<file path="config.mk">
export PLATFORM = sky130hd
export DESIGN_NAME = rx_peak_scheduler_flat
export DESIGN_NICKNAME = d
export VERILOG_FILES = /design/src/rtl/rx_peak_scheduler_pkg.sv /design/src/rtl/rx_peak_scheduler_if.sv /design/src/rtl/rx_peak_scheduler_abs_sat.sv /design/src/rtl/rx_peak_scheduler.sv /design/src/flat_wrapper.sv
export SDC_FILE = /design/constraint.sdc
export NUM_CORES = 1
export LEC_CHECK = 0
export BUFFER_PORTS_ARGS = -buffer_cell sky130_fd_sc_hd__clkbuf_2
export CORE_AREA = 2 2 293 295
export DETAILED_ROUTE_END_ITERATION = 8
export DIE_AREA = 0 0 295 297
export GPL_TIMING_DRIVEN = 0
export SLEW_MARGIN = 0
export SYNTH_ARGS = -nofsm -noshare
export SYNTH_HDL_FRONTEND = slang
export SYNTH_SLANG_ARGS = --single-unit
</file>
<file path="constraint.sdc">
create_clock -name crx_clk -period 22.3 [get_ports crx_clk]
set_input_delay 2.23 -clock crx_clk [delete_from_list [all_inputs] [get_ports crx_clk]]
set_output_delay 2.23 -clock crx_clk [all_outputs]
set_load 0.01 [all_outputs]
</file>
<file path="src/rtl/rx_peak_scheduler_pkg.sv">
// Shared definitions for the receive peak scheduler.
//   rx_state_e : scheduler state encoding (IDLE/SETTLE/SCAN/REPORT)
//   N_CORR_DEF : default number of correlator lanes
//   CORR_W_DEF : default signed width of one correlation result
package rx_pkg;

  localparam int N_CORR_DEF = 16;
  localparam int CORR_W_DEF = 41;

  typedef enum logic [1:0] {
    ST_IDLE   = 2'd0,
    ST_SETTLE = 2'd1,
    ST_SCAN   = 2'd2,
    ST_REPORT = 2'd3
  } rx_state_e;

endpackage

</file>
<file path="src/rtl/rx_peak_scheduler_if.sv">
// Bus between the rx correlator bank / time-of-arrival logic and the scheduler.
//   erx_en           : enable, low returns the scheduler to IDLE
//   inew_sample_trig : 1-clk pulse, new sample entered the correlators
//   icorr_results    : flattened signed results, lane k at [k*CORR_W +: CORR_W]
//   ithreshold       : unsigned detection threshold
//   obusy            : scheduler in SETTLE/SCAN/REPORT
//   oovr             : 1-clk pulse, trigger arrived while busy
//   opeak_valid      : 1-clk pulse, peak report valid
//   opeak_lane/mag/index : last reported peak
// The scheduler uses the slave modport, the driving logic the master modport.
interface rx_peak_scheduler_if
  import rx_pkg::*;
#(
  parameter int N_CORR = N_CORR_DEF,
  parameter int CORR_W = CORR_W_DEF,
  parameter int IDX_W  = 16
);
  localparam int LANE_W = $clog2(N_CORR);

  logic                       erx_en;
  logic                       inew_sample_trig;
  logic [N_CORR*CORR_W-1:0]   icorr_results;
  logic [CORR_W-2:0]          ithreshold;
  logic                       obusy;
  logic                       oovr;
  logic                       opeak_valid;
  logic [LANE_W-1:0]          opeak_lane;
  logic [CORR_W-2:0]          opeak_mag;
  logic [IDX_W-1:0]           opeak_index;

  modport slave (
    input  erx_en, inew_sample_trig, icorr_results, ithreshold,
    output obusy, oovr, opeak_valid, opeak_lane, opeak_mag, opeak_index
  );

  modport master (
    output erx_en, inew_sample_trig, icorr_results, ithreshold,
    input  obusy, oovr, opeak_valid, opeak_lane, opeak_mag, opeak_index
  );
endinterface

</file>
<file path="src/rtl/rx_peak_scheduler_abs_sat.sv">
// Combinational signed -> saturated unsigned magnitude.
//   x   : signed correlation result, CORR_W bits
//   mag : |x| on CORR_W-1 bits; the most negative input saturates to all ones
module rx_abs_sat #(
  parameter int CORR_W = 41
) (
  input  logic signed [CORR_W-1:0] x,
  output logic        [CORR_W-2:0] mag
);

  always_comb begin
    if (!x[CORR_W-1]) begin
      mag = x[CORR_W-2:0];
    end else if (x[CORR_W-2:0] == '0) begin
      // -2^(CORR_W-1) has no positive counterpart in CORR_W-1 bits.
      mag = '1;
    end else begin
      mag = ~x[CORR_W-2:0] + 1'b1;
    end
  end

endmodule

</file>
<file path="src/rtl/rx_peak_scheduler.sv">
// Receive peak scheduler: after each new sample waits SETTLE_CYC clocks for the
// correlator bank, scans lanes 0..N_CORR-1 one per clock, and tracks the largest
// above-threshold magnitude over a window of WIN_SLOTS completed scans, then
// reports one peak (lane, magnitude, sample index).
//   crx_clk   : clock
//   rrx_rst_n : asynchronous reset, active low
//   bus       : rx_peak_scheduler_if slave modport (see interface header)
module rx_peak_scheduler
  import rx_pkg::*;
#(
  parameter int N_CORR     = N_CORR_DEF,
  parameter int CORR_W     = CORR_W_DEF,
  parameter int SETTLE_CYC = 8,
  parameter int WIN_SLOTS  = 32,
  parameter int IDX_W      = 16
) (
  input  logic               crx_clk,
  input  logic               rrx_rst_n,
  rx_peak_scheduler_if.slave bus
);

  localparam int MAG_W  = CORR_W - 1;
  localparam int LANE_W = $clog2(N_CORR);
  localparam int SET_W  = $clog2(SETTLE_CYC + 1);
  localparam int WIN_W  = $clog2(WIN_SLOTS + 1);

  rx_state_e          state;
  logic [SET_W-1:0]   settle_cnt;
  logic [LANE_W-1:0]  lane;
  logic [IDX_W-1:0]   sample_cnt;
  logic [IDX_W-1:0]   slot_idx;
  logic [MAG_W-1:0]   thr;

  // Best of the scan in progress; merged into the window only when the scan
  // completes, so an overrun-aborted scan leaves no trace.
  logic [MAG_W-1:0]   scan_mag;
  logic [LANE_W-1:0]  scan_lane;

  logic               win_open;
  logic [WIN_W-1:0]   win_cnt;
  logic [MAG_W-1:0]   best_mag;
  logic [LANE_W-1:0]  best_lane;
  logic [IDX_W-1:0]   best_idx;

  logic signed [CORR_W-1:0] lane_x;
  logic [MAG_W-1:0]   lane_mag;
  logic [MAG_W-1:0]   fin_mag;
  logic [LANE_W-1:0]  fin_lane;
  logic [MAG_W-1:0]   m_mag;
  logic [LANE_W-1:0]  m_lane;
  logic [IDX_W-1:0]   m_idx;
  logic               win_now;
  logic               last_lane;
  logic               win_done;
  logic               trig_ok;
  logic               busy_st;

  // NOTE: every combinational output gets a default before any conditional
  // assignment, otherwise a path that skips it infers a latch.
  always_comb begin
    lane_x = '0;
    for (int k = 0; k < N_CORR; k++) begin
      if (lane == LANE_W'(k)) lane_x = bus.icorr_results[k*CORR_W +: CORR_W];
    end
  end

  rx_abs_sat #(.CORR_W(CORR_W)) u_abs_sat (
    .x   (lane_x),
    .mag (lane_mag)
  );

  // A candidate must beat the threshold and, strictly, the scan best:
  // ties keep the lower lane. A cleared best of 0 never blocks a candidate
  // because any candidate magnitude is at least 1.
  always_comb begin
    fin_mag  = scan_mag;
    fin_lane = scan_lane;
    if (lane_mag > thr && lane_mag > scan_mag) begin
      fin_mag  = lane_mag;
      fin_lane = lane;
    end
    // Strict compare keeps the earlier slot on equal magnitude.
    m_mag  = best_mag;
    m_lane = best_lane;
    m_idx  = best_idx;
    if (fin_mag > best_mag) begin
      m_mag  = fin_mag;
      m_lane = fin_lane;
      m_idx  = slot_idx;
    end
  end

  assign win_now   = win_open || (fin_mag != '0);
  assign last_lane = (lane == LANE_W'(N_CORR - 1));
  assign win_done  = (win_cnt == WIN_W'(WIN_SLOTS - 1));
  assign trig_ok   = bus.erx_en && bus.inew_sample_trig;
  assign busy_st   = (state == ST_SETTLE) || (state == ST_SCAN);

  // NOTE: sequential state uses non-blocking assignments so every register
  // samples pre-edge values regardless of statement order.
  always_ff @(posedge crx_clk or negedge rrx_rst_n) begin
    if (!rrx_rst_n) begin
      state           <= ST_IDLE;
      settle_cnt      <= '0;
      lane            <= '0;
      sample_cnt      <= '0;
      slot_idx        <= '0;
      thr             <= '0;
      scan_mag        <= '0;
      scan_lane       <= '0;
      win_open        <= 1'b0;
      win_cnt         <= '0;
      best_mag        <= '0;
      best_lane       <= '0;
      best_idx        <= '0;
      bus.obusy       <= 1'b0;
      bus.oovr        <= 1'b0;
      bus.opeak_valid <= 1'b0;
      bus.opeak_lane  <= '0;
      bus.opeak_mag   <= '0;
      bus.opeak_index <= '0;
    end else begin
      bus.oovr        <= 1'b0;
      bus.opeak_valid <= 1'b0;
      if (!bus.erx_en) begin
        state     <= ST_IDLE;
        bus.obusy <= 1'b0;
        win_open  <= 1'b0;
        win_cnt   <= '0;
        best_mag  <= '0;
        best_lane <= '0;
        best_idx  <= '0;
      end else if (trig_ok) begin
        // Accepted from any state; while SETTLE/SCAN it also aborts the slot.
        bus.oovr   <= busy_st;
        state      <= ST_SETTLE;
        bus.obusy  <= 1'b1;
        settle_cnt <= '0;
        slot_idx   <= sample_cnt;
        sample_cnt <= sample_cnt + IDX_W'(1);
      end else begin
        unique case (state)
          ST_IDLE: ;
          ST_SETTLE: begin
            if (settle_cnt == SET_W'(SETTLE_CYC - 1)) begin
              state     <= ST_SCAN;
              lane      <= '0;
              scan_mag  <= '0;
              scan_lane <= '0;
              thr       <= bus.ithreshold;
            end else begin
              settle_cnt <= settle_cnt + SET_W'(1);
            end
          end
          ST_SCAN: begin
            scan_mag  <= fin_mag;
            scan_lane <= fin_lane;
            lane      <= lane + LANE_W'(1);
            if (last_lane) begin
              if (win_now && win_done) begin
                state           <= ST_REPORT;
                bus.opeak_valid <= 1'b1;
                bus.opeak_lane  <= m_lane;
                bus.opeak_mag   <= m_mag;
                bus.opeak_index <= m_idx;
                win_open        <= 1'b0;
                win_cnt         <= '0;
                best_mag        <= '0;
                best_lane       <= '0;
                best_idx        <= '0;
              end else begin
                state     <= ST_IDLE;
                bus.obusy <= 1'b0;
                if (win_now) begin
                  win_open  <= 1'b1;
                  win_cnt   <= win_cnt + WIN_W'(1);
                  best_mag  <= m_mag;
                  best_lane <= m_lane;
                  best_idx  <= m_idx;
                end
              end
            end
          end
          ST_REPORT: begin
            state     <= ST_IDLE;
            bus.obusy <= 1'b0;
          end
          default: state <= ST_IDLE;
        endcase
      end
    end
  end

endmodule
</file>
<file path="src/flat_wrapper.sv">
// flat-port wrapper written by rule: the top's interface ports become plain ports
module rx_peak_scheduler_flat import rx_pkg::*;
#(
  parameter int N_CORR     = N_CORR_DEF,
  parameter int CORR_W     = CORR_W_DEF,
  parameter int SETTLE_CYC = 8,
  parameter int WIN_SLOTS  = 32,
  parameter int IDX_W      = 16
)
  (crx_clk, rrx_rst_n, bus_erx_en, bus_inew_sample_trig, bus_icorr_results, bus_ithreshold, bus_obusy, bus_oovr, bus_opeak_valid, bus_opeak_lane, bus_opeak_mag, bus_opeak_index);
  rx_peak_scheduler_if #(.N_CORR(N_CORR), .CORR_W(CORR_W), .IDX_W(IDX_W)) bus_i ();
  input  logic crx_clk;
  input  logic rrx_rst_n;
  input wire logic [$bits(bus_i.erx_en)-1:0] bus_erx_en;
  input wire logic [$bits(bus_i.inew_sample_trig)-1:0] bus_inew_sample_trig;
  input wire logic [$bits(bus_i.icorr_results)-1:0] bus_icorr_results;
  input wire logic [$bits(bus_i.ithreshold)-1:0] bus_ithreshold;
  output wire logic [$bits(bus_i.obusy)-1:0] bus_obusy;
  output wire logic [$bits(bus_i.oovr)-1:0] bus_oovr;
  output wire logic [$bits(bus_i.opeak_valid)-1:0] bus_opeak_valid;
  output wire logic [$bits(bus_i.opeak_lane)-1:0] bus_opeak_lane;
  output wire logic [$bits(bus_i.opeak_mag)-1:0] bus_opeak_mag;
  output wire logic [$bits(bus_i.opeak_index)-1:0] bus_opeak_index;
  assign bus_i.erx_en = bus_erx_en;
  assign bus_i.inew_sample_trig = bus_inew_sample_trig;
  assign bus_i.icorr_results = bus_icorr_results;
  assign bus_i.ithreshold = bus_ithreshold;
  assign bus_obusy = bus_i.obusy;
  assign bus_oovr = bus_i.oovr;
  assign bus_opeak_valid = bus_i.opeak_valid;
  assign bus_opeak_lane = bus_i.opeak_lane;
  assign bus_opeak_mag = bus_i.opeak_mag;
  assign bus_opeak_index = bus_i.opeak_index;
  rx_peak_scheduler #(.N_CORR(N_CORR), .CORR_W(CORR_W), .SETTLE_CYC(SETTLE_CYC), .WIN_SLOTS(WIN_SLOTS), .IDX_W(IDX_W)) u_core (.crx_clk(crx_clk), .rrx_rst_n(rrx_rst_n), .bus(bus_i));
endmodule
</file>
Word level (Yosys, flattened, before mapping)
Cells that the tools add are included.
{"block": "word_totals", "reg_bits": 256, "latchBits": 0, "ram_bits": 0, "rom_bits": 0, "inputBits": 700, "word_cells": 157, "mem_count": 0}
{"block": "classes", "addsub": 5, "mul": 0, "div_mod_pow": 0, "n_lt_le_gt_ge": 3, "eq_ne": 31, "shifts": 0, "muxes": 79, "bitwise": 2, "reduce_logical": 18}
{"operator": "$mux W41", "n": 16}
{"operator": "$mux W40", "n": 11}
{"operator": "$gt A40 B40 Y1", "n": 3}
{"operator": "$mux W16", "n": 7}
{"operator": "$pmux W40 S2", "n": 1}
{"operator": "$mux W4", "n": 12}
{"operator": "$add A40 B1 Y40 const B", "n": 1}
{"operator": "$logic_not A40 Y1", "n": 1}
{"operator": "$not A40 Y40", "n": 1}
{"operator": "$reduce_bool A40 Y1", "n": 1}
{"operator": "$mux W6", "n": 6}
{"operator": "$eq A4 B4 Y1 const B", "n": 8}
{"operator": "$eq A4 B3 Y1 const B", "n": 5}
{"operator": "$mux W1", "n": 17}
{"operator": "$add A16 B1 Y16 const B", "n": 1}
{"operator": "$pmux W4 S2", "n": 2}
{"operator": "$reduce_and A4 Y1", "n": 3}
{"operator": "$mux W2", "n": 5}
{"operator": "$reduce_and A3 Y1", "n": 3}
{"operator": "$add A4 B1 Y4 const B", "n": 2}
{"operator": "$eq A4 B2 Y1 const B", "n": 2}
{"operator": "$ne A4 B3 Y1 const B", "n": 2}
{"operator": "$add A6 B1 Y6 const B", "n": 1}
{"operator": "$eq A6 B5 Y1 const B", "n": 1}
{"operator": "other kinds (18)", "n": 26}

Logic depth before layout (Yosys ltp)
Gate-level depths: netlist (run 1).
{"block": "depth", "word_depth": 32, "ltp_mapped": 50, "depth_no_buf": 42}

Modules after synthesis
From an unflattened synthesis (run 1), not the netlist that was laid out.
{"block": "unflattened", "cells_unflattened": 2375, "hier_area_um2": 19786.5}
{"module": "rx_peak_scheduler", "instances": 1, "cells_per_inst": 2195, "area_each_um2": 18596.6, "seq_area_each_um2": 6406.1}
{"module": "rx_abs_sat", "instances": 1, "cells_per_inst": 180, "area_each_um2": 1189.9, "seq_area_each_um2": 0.0}

Least setup slack after synthesis (run 1)
OpenSTA, ideal clock, no wires.
{"block": "synth_path", "kind": "input to register", "startpoint": "input port bus_icorr_results[288]", "endpoint": "register u_core.bus.opeak_mag[11]", "setup_time_ps": 123, "t_arrival_ps": 10338, "setup_slack_ps": 11839, "path_stages": 42, "path_cell_list": "a221oi_1 o22ai_1 or3_1 a221o_1 nand2_1 ha_1 and2_1 nand3_1 nor2b_1 clkbuf_1 nand3_2 clkbuf_1 buf_1 nand2_1 ha_1 o21a_1 o31ai_1 a211oi_1 (+6 left out) buf_1 a22oi_1 ha_1 a21o_1 a21o_1 a21o_1 a21o_1 a21o_1 a21o_1 a21oi_1 o221ai_1 and2_1 o21ai_0 o211ai_1 o31ai_1 clkbuf_1 mux2i_1 a21oi_1"}
{"block": "synth_via", "elab_chain_len": 20, "word_cells_on_any_way": 24, "classes_between": "add/sub (1); order compare (3); mux (13); bitwise (1); reduce/logical (6)"}
{"item": "start, declared", "line": "flat_wrapper.sv:16", "rtl": "input wire logic [$bits(bus_i.icorr_results)-1:0] bus_icorr_results;"}
{"item": "$mux W41 * (9 in a row)", "line": "rx_peak_scheduler.sv:63", "rtl": "if (lane == LANE_W'(k)) lane_x = bus.icorr_results[k*CORR_W +: CORR_W];"}
{"item": "$not A40 Y40", "line": "rx_peak_scheduler_abs_sat.sv:18", "rtl": "mag = ~x[CORR_W-2:0] + 1'b1;"}
{"item": "$add A40 B1 Y40", "line": "rx_peak_scheduler_abs_sat.sv:18"}
{"item": "$mux W40", "line": "rx_peak_scheduler_abs_sat.sv:14", "rtl": "end else if (x[CORR_W-2:0] == '0) begin"}
{"item": "$mux W40 *", "line": "rx_peak_scheduler_abs_sat.sv:12", "rtl": "if (!x[CORR_W-1]) begin"}
{"item": "$gt A40 B40 Y1", "line": "rx_peak_scheduler.sv:78", "rtl": "if (lane_mag > thr && lane_mag > scan_mag) begin"}
{"item": "$logic_and A1 B1 Y1", "line": "rx_peak_scheduler.sv:78"}
{"item": "$mux W40 *", "line": "rx_peak_scheduler.sv:78"}
{"item": "parallel branches: the longest is 4 deep, another holds $gt A40 B40 Y1"}
{"item": "end signal, assigned", "line": "rx_peak_scheduler.sv:164", "rtl": "bus.opeak_mag <= m_mag;"}
{"item": "end, declared", "line": "rx_peak_scheduler_if.sv:33", "rtl": "output obusy, oovr, opeak_valid, opeak_lane, opeak_mag, opeak_index"}
Every way passes the cells marked *.
A chain may end at the register's enable or synchronous reset.

Final worst setup path (run 1)
{"block": "layout_path", "startpoint": "register u_core.lane[0]", "endpoint": "register u_core.bus.opeak_mag[34]"}
{"block": "layout_via", "elab_chain_len": 28, "word_cells_on_any_way": 47, "classes_between": "add/sub (1); order compare (3); eq/ne (15); mux (20); bitwise (1); reduce/logical (7)"}
{"item": "start, declared", "line": "rx_peak_scheduler.sv:29", "rtl": "logic [LANE_W-1:0] lane;"}
{"item": "start signal, assigned", "line": "rx_peak_scheduler.sv:158", "rtl": "lane <= lane + LANE_W'(1);"}
{"item": "parallel branches: the longest is 28 deep, another holds $mux W41"}
Parallel ways; which one is timed is not known.

==> results of run 1 <==
==> registers in the layout, summed over array words and instances (netlist names), 2 cells and up <==
signal and cells:
u_core.thr 40, u_core.best_mag 40, u_core.slot_idx 16, u_core.bus.opeak_mag 40, u_core.bus.opeak_index 16, u_core.sample_cnt 16
u_core.best_idx 16, u_core.best_lane 4, u_core.win_cnt 6, u_core.scan_lane 4, u_core.state 2, u_core.settle_cnt 4
u_core.bus.opeak_lane 4, u_core.scan_mag 40, u_core.lane 4
==> worst min-delay path by stage <==
stage                                       from                                 to  slack [ns]  cells after the start
5_1_grt         u_core.sample_cnt[2]$_DFFE_PN0P_   u_core.sample_cnt[2]$_DFFE_PN0P_        0.50                      1
3_3_place_gp    u_core.sample_cnt[2]$_DFFE_PN0P_   u_core.sample_cnt[2]$_DFFE_PN0P_        0.46                      1
2_1_floorplan   u_core.sample_cnt[2]$_DFFE_PN0P_   u_core.sample_cnt[2]$_DFFE_PN0P_        0.44                      1
3_5_place_dp   u_core.sample_cnt[15]$_DFFE_PN0P_  u_core.sample_cnt[15]$_DFFE_PN0P_        0.47                      1
4_1_cts        u_core.sample_cnt[15]$_DFFE_PN0P_  u_core.sample_cnt[15]$_DFFE_PN0P_        0.48                      1
6_report       u_core.sample_cnt[15]$_DFFE_PN0P_  u_core.sample_cnt[15]$_DFFE_PN0P_        0.47                      1
==> worst reg2reg max path, delay by kind of cell, from the launching register on <==
family	cells	cell delay, ns
AO/OA/AOI/OAI	6	3.52
flip-flops	1	0.47
AND/OR/NAND/NOR	16	4.01
adder cells (fa/ha/maj)	3	0.62
buffers and inverters	13	5.65
multiplexers	1	0.44
==> layout make-up <==
type	instances	share of cell area (%)
sequential	256	21.36
clock inverter	15	0.8095
timing repair buffer	763	12.91
clock buffer	37	2.616
inverter	226	2.829
multi-input combinational	2207	50.36
tap	1144	4.773
buffer	239	3.972
antenna	43	0.3588
==> where the power goes <==
group | leakage, nW | internal, mW | total (mW) | switching (mW)
sequential | 3.47 | 0.500 | 0.525 | 0.0257
combinational | 9.71 | 0.914 | 2.85 | 1.93
clock | 0.506 | 0.317 | 0.519 | 0.202
total | 13.7 | 1.73 | 3.89 | 2.16
==> layout by cell type (no fill, tap or decap), types with 16 or more instances in the layout <==
cell type and count:
ha_1 131, o22ai_1 83, nand3b_1 25, nor2b_1 102
o221ai_1 23, buf_4 33, diode_2 43, a221oi_1 48
nand2_1 222, inv_1 222, a31oi_1 47, a22oi_1 21
nand2b_1 44, a21o_1 32, clkbuf_2 760, dfrtp_1 256
a221o_1 21, nor3b_1 17, xnor2_1 30, or2_2 17
mux2i_1 29, o2bb2ai_1 72, mux2_2 70, o21ai_0 165
o31ai_1 17, nor3_1 24, a21oi_1 294, a211oi_1 42
buf_2 94, clkbuf_1 94, nand3_1 48, o21ai_1 16
nand4_1 31, nor2_1 184, o211ai_1 28, clkbuf_16 28
o21a_1 24
==> synth_stat cells, drive strengths merged, types with 48 or more instances <==
| master | count | share of area (%) |
|---|---|---|
| a21oi | 295 | 6.3 |
| dfrtp | 256 | 27 |
| inv | 226 | 3.6 |
| nand2 | 222 | 3.5 |
| nor2 | 188 | 3.0 |
| o21ai | 181 | 3.8 |
| buf | 149 | 3.6 |
| ha | 131 | 7.0 |
| nor2b | 103 | 2.7 |
| clkbuf | 90 | 1.4 |
| o22ai | 83 | 2.2 |
| o2bb2ai | 72 | 2.7 |
| mux2 | 70 | 3.3 |
| a221oi | 52 | 2.1 |
| nand3 | 50 | 1.1 |
| a31oi | 48 | 1.3 |
==> per-stage QoR <==
step                      total power [mW]  setup slack [ns]  cells
after floorplan                      2.241             11.84   2928
after global placement               3.273             7.609   4833
after detailed placement             3.286             7.740   4835
after CTS                            3.815             7.872   4887
after global routing                 4.120             7.041   4916
final                                3.893             7.453   4930
==> metal layers <==
layer  GRT usage [%]  part of all wire (%)
met5               0                 0.075
met4           24.78                   7.2
met3           14.88                    13
met2           58.53                    42
met1           50.03                    39
==> cells by family (layout without fill, tap and decap cells) <==
| kind of cell | Yosys count | in the layout |
|---|---|---|
| compound gates | 1132 | 1132 |
| xor+xnor | 45 | 45 |
| fa+ha+maj | 131 | 131 |
| buf+inv | 465 | 1280 |
| flops | 256 | 256 |
| mux | 99 | 99 |
| other cells | 0 | 43 |
| simple gates | 800 | 800 |
==> flow_metrics.tcl, run 1 <==
set metrics [dict create \
    worst_pin_slew_ns 1.524 \
    path_buf_inv 13 \
    detail-route-antenna-nets 0 \
    cts_made_buffers 28 \
    clock_latency_ns 0.57 \
    status "finished with violations" \
    wl_um 184000 \
    dp_hpwl_um 151600 \
    clk_pin_slew_ns 0.07 \
    cp.required_ns 22.73 \
    arrival_ns 15.28 \
    synthAdderAreaFrac_pct 6.964 \
    synth_top_family_by_area "compound AO/OA/AOI/OAI gates" \
    start_util_pct 27.86 \
    period_needed_ns 14.85 \
    ctsResizeCount 0 \
    vias_per_cell 6.155 \
    rr_worst_depth 39 \
    drv_cap 2 \
    nNetsFinal 4552 \
    gr-total-overflow 0 \
    area_delta_synth_final_pct 27.41 \
    wl_per_cell_um 37.32 \
    cts_tree "done" \
    ys_async_sr_fraction_pct 100.0 \
    syn_area_mm2 0.02354 \
    synth_cells 2928 \
    hold_viol_final 0 \
    clock_path_buffers 3 \
    layout-drive-gt1-share_pct 28.99 \
    rr_endpoint "u_core.bus.opeak_mag[34]$_DFFE_PN0P_" \
    rsz0062_at_grt "no" \
    skew_ns 0.01624 \
    fill_cells 9080 \
    postCtsSetupRepairBufs 0 \
    synthDistinctLibCells 102 \
    io_buffer_count 761 \
    ys_warn_count 0 \
    relSlewSlack_pct -1.631 \
    regToRegStartpoint "u_core.lane[0]$_DFFE_PN0P_" \
    path_max_fanout 10 \
    fin_util_pct 35.50 \
    clock-sinks 256 \
    grt_use_total_pct 40.20 \
    cp-end-kind "register" \
    multi_input_area_mm2 0.01510 \
    antenna_found_initial 58 \
    slew_violations 10 \
    fin_setup_tns_ns 0 \
    crit_path_end "u_core.bus.opeak_mag[34]$_DFFE_PN0P_" \
    postCtsHoldBufs 0 \
    synth-xor-area-share_pct 1.675 \
    violations "capacitance limit, slew limit" \
    cpMaxStageDelayCell "o21ai_0" \
    synth-edff-count 0 \
    vdd_drop_max_mv 0.09262 \
    path_common_cell "clkbuf_1" \
    max_freq_mhz 67.35 \
    startpoint "u_core.lane[0]$_DFFE_PN0P_" \
    vias 30350 \
    gp_congestion 1.053 \
    dieArea_mm2 0.08762 \
    fp.coreArea_mm2 0.08448 \
    r2r_slack_ns 7.45 \
    startpoint_type "register" \
    synth_fp_nets 3759 \
    synthMuxAreaShare_pct 4.583 \
    grt_pass1_wl_um 242700 \
    synth-compound-area-share_pct 33.47 \
    syn_avg_cell_area_um2 8.038 \
    holdCritPathClass "register to register" \
    grt_max_degree 108 \
    dr.pass1.iters 8 \
    ys_seq_area_share_pct 27.22 \
    regArea_mm2 0.006406 \
    rows 107 \
    drc 0 \
    root_buffer "clkbuf_16" \
    ios 763 \
    dpl-instance-area_mm2 0.02884 \
    synthFlopType "dfrtp_1" \
    ys_seq_elements 256 \
    grt_pass1_vias 29190 \
    htree_levels 1 \
    setup_viol 0 \
    die_w_um 295 \
    cp_num_cells 39 \
    power_density_mw_per_mm2 129.8 \
    drt_iter0_markers 4098 \
    criticalPathCategory "register to register" \
    min_period_over_period_pct 66.58 \
    max_stage_delay_ns 0.94 \
    die_y_um 297 \
    yosys.area_share.simple_pct 17.43 \
    critPathTopFamily "buffers and inverters" \
    leakagePower_nw 13.69 \
    hold_ws_ns 0.4740 \
    fin_area_mm2 0.02999 \
]
Power figures use the tool's default switching activity.
==> run 2, diff against run 1 <==
Settings changed: ABC_AREA set to 1, CORE_AREA 2 2 293 295 to 2 2 295 297, DIE_AREA 0 0 295 297 to 0 0 297 299.
Clock period 22.3 ns to 12.2 ns, I/O delays scaled along.
==> flow_metrics.tcl, run 2 <==
set metrics [dict create \
    cts_made_buffers 27 \
    root_buffer "clkbuf_16" \
    dieArea_mm2 0.08880 \
    postCtsSetupRepairBufs 0 \
    yosys.area.top_type "dfrtp_1" \
    vias_per_cell 5.116 \
    syn_avg_cell_area_um2 5.962 \
    grt_pass1_vias 28380 \
    ios 763 \
    nNetsFinal 5631 \
    mostFrequentLayoutCell "nand2_1" \
    relSlewSlack_pct 10.77 \
    startpoint_type "register" \
    detail-route-antenna-nets 0 \
    max_stage_delay_ns 0.52 \
    antenna_found_initial 46 \
    wl_per_cell_um 24.16 \
    synth_area_leaders "dfrtp_1 (27%), nand2_1 (24%), nand3_1 (9.4%)" \
    area_delta_synth_final_pct 26.51 \
    start_util_pct 27.83 \
    dp_hpwl_um 123700 \
    holdCritPathClass "register to register" \
    vdd_drop_max_mv 0.1832 \
    synthDistinctLibCells 56 \
    synth-edff-count 0 \
    rsz0062_at_grt "no" \
    cp.required_ns 12.66 \
    die_w_um 297 \
    fp.coreArea_mm2 0.08594 \
    setup_ws_ns 0.6940 \
    cpMaxStageDelayCell "clkbuf_1" \
    clock_path_buffers 3 \
    die_y_um 299 \
    layout-drive-gt1-share_pct 21.45 \
    path_common_cell "nand2_1" \
    max_freq_mhz 86.91 \
    wl_um 145000 \
    grt_max_degree 111 \
    grt_pass1_wl_um 200900 \
    io_buffer_count 761 \
    ys_warn_count 0 \
    leakagePower_nw 17.28 \
    arrival_ns 11.96 \
    drt_iter0_markers 3267 \
    criticalPathCategory "register to register" \
    period_needed_ns 11.51 \
    ys_seq_area_share_pct 26.79 \
    grtUsageMet2_pct 49.53 \
    grt_use_total_pct 31.09 \
    synthFlopType "dfrtp_1" \
    rows 108 \
    layout_common_cells "nand2_1 (1516), clkbuf_2 (766), nand3_1 (450)" \
    ys_async_sr_fraction_pct 100.0 \
    synth_fp_nets 4842 \
    worst_pin_slew_ns 1.338 \
    vias 30700 \
    htree_levels 1 \
    clock-sinks 256 \
    clk_pin_slew_ns 0.06 \
    cp-end-kind "register" \
    grt-busiest-layer "met2" \
    ys_seq_elements 256 \
    cts_tree "done" \
    setup_viol 0 \
    gr-usage-met1_pct 41.11 \
    drv_cap 0 \
    synth_commonest_cells "nand2_1 (1516), nand3_1 (450), nor2_1 (381), inv_1 (379), dfrtp_1 (256)" \
    hold_viol_final 0 \
    dr.pass1.iters 8 \
    synth_cells 4011 \
    skew_ns 0.01663 \
    power_density_mw_per_mm2 312.3 \
    gr-total-overflow 0 \
    slew_violations 0 \
    status "complete, no violations" \
    clock_latency_ns 0.57 \
    path_max_fanout 19 \
    yosysTopAreaCellShare_pct 26.79 \
    grtUsageMet3_pct 5.722 \
    hold_ws_ns 0.4775 \
    min_period_over_period_pct 94.31 \
    drc 0 \
    yosysMostFrequentCell "nand2_1" \
    syn_area_mm2 0.02392 \
    dpl_worst_slack_ns -0.1557 \
    gp_congestion 1.116 \
]
[run 2: cell count changes in the layout (fill, tap and decap cells not counted), moves of 102 or more]
cell / delta
nor2b_1: -102
nand2_1: +1294
nor2_1: +195
a21oi_1: -156
nand3_1: +402
inv_1: +157
[run 2: layout make-up]
cell class	count	area, µm²
tap	1155	1445
buffer	224	1041
sequential	256	6406
clock inverter	14	196.4
inverter	402	1509
timing repair buffer	763	3872
fill	9794	55690
antenna	26	65.06
multi-input combinational	3126	14960
clock buffer	36	759.5
[run 2: routing by layer]
layer,vias up,wire [µm]
met4,26,7201
met2,1404,64660
met5,-,164
met3,275,12300
met1,14570,60680
li1,14430,-
[run 2: logic make-up (layout without fill, tap and decap cells)]
kind of cell    Yosys count  after routing  share of synthesized area, %
simple gates           2620           2620                         46.63
buf+inv                 629           1439                         10.68
compound gates          349            349                         8.088
flops                   256            256                         26.79
fa+ha+maj               131            131                         6.854
xor+xnor                 25             25                        0.9156
mux                       1              1                       0.04708
other cells               0             26                             0
[run 2: stage by stage]
step | instances | TNS (ns) | power [mW] | cell area, µm² | util [%]
after floorplan | 4011 | 0 | 5.479 | 23920 | -
after global placement | 5927 | -0.5308 | 8.268 | 29170 | 33.94
after detailed placement | 5929 | -1.994 | 8.339 | 29230 | 34.01
after CTS | 5979 | 0 | 9.271 | 30200 | 35.13
after global routing | 5996 | 0 | 10.15 | 30240 | 35.19
final | 6002 | 0 | 9.449 | 30260 | 35.20
[run 2: worst paths after layout]
kind | start | endpoint | slack (ns) | cells past startpoint
max reg2reg | u_core.lane[1]$_DFFE_PN0P_ | u_core.bus.opeak_mag[39]$_DFFE_PN0P_ | 0.69 | 58
min | u_core.bus.opeak_lane[2]$_DFFE_PN0P_ | u_core.bus.opeak_lane[2]$_DFFE_PN0P_ | 0.48 | 2
max | u_core.lane[1]$_DFFE_PN0P_ | u_core.bus.opeak_mag[39]$_DFFE_PN0P_ | 0.69 | 58
min in group asynchronous | rrx_rst_n | u_core.bus.opeak_mag[33]$_DFFE_PN0P_ | 0.64 | 1
min reg2reg | u_core.bus.opeak_lane[2]$_DFFE_PN0P_ | u_core.bus.opeak_lane[2]$_DFFE_PN0P_ | 0.48 | 2
max in group asynchronous | rrx_rst_n | u_core.best_mag[7]$_DFFE_PN0P_ | 10.62 | 2
[run 2: critical path: cells and delay by family (launching register included)]
kind | cells | cell delay [ns]
fa+ha+maj | 4 | 0.93
buf+inv | 15 | 3.07
simple gates | 32 | 5.23
flops | 1 | 0.43
compound gates | 7 | 1.66
[run 2: where the power goes]
part	leakage (nW)	internal, mW	switching (mW)
Clock	0.464	0.525	0.370
Combinational	13.5	2.05	5.56
Sequential	3.30	0.909	0.0362
[run 2: timing repair]
item,in CTS,in global routing
pin swaps,0,0
hold buffers,0,0
resized for setup,3,9
endpoints found under the setup margin,20,120
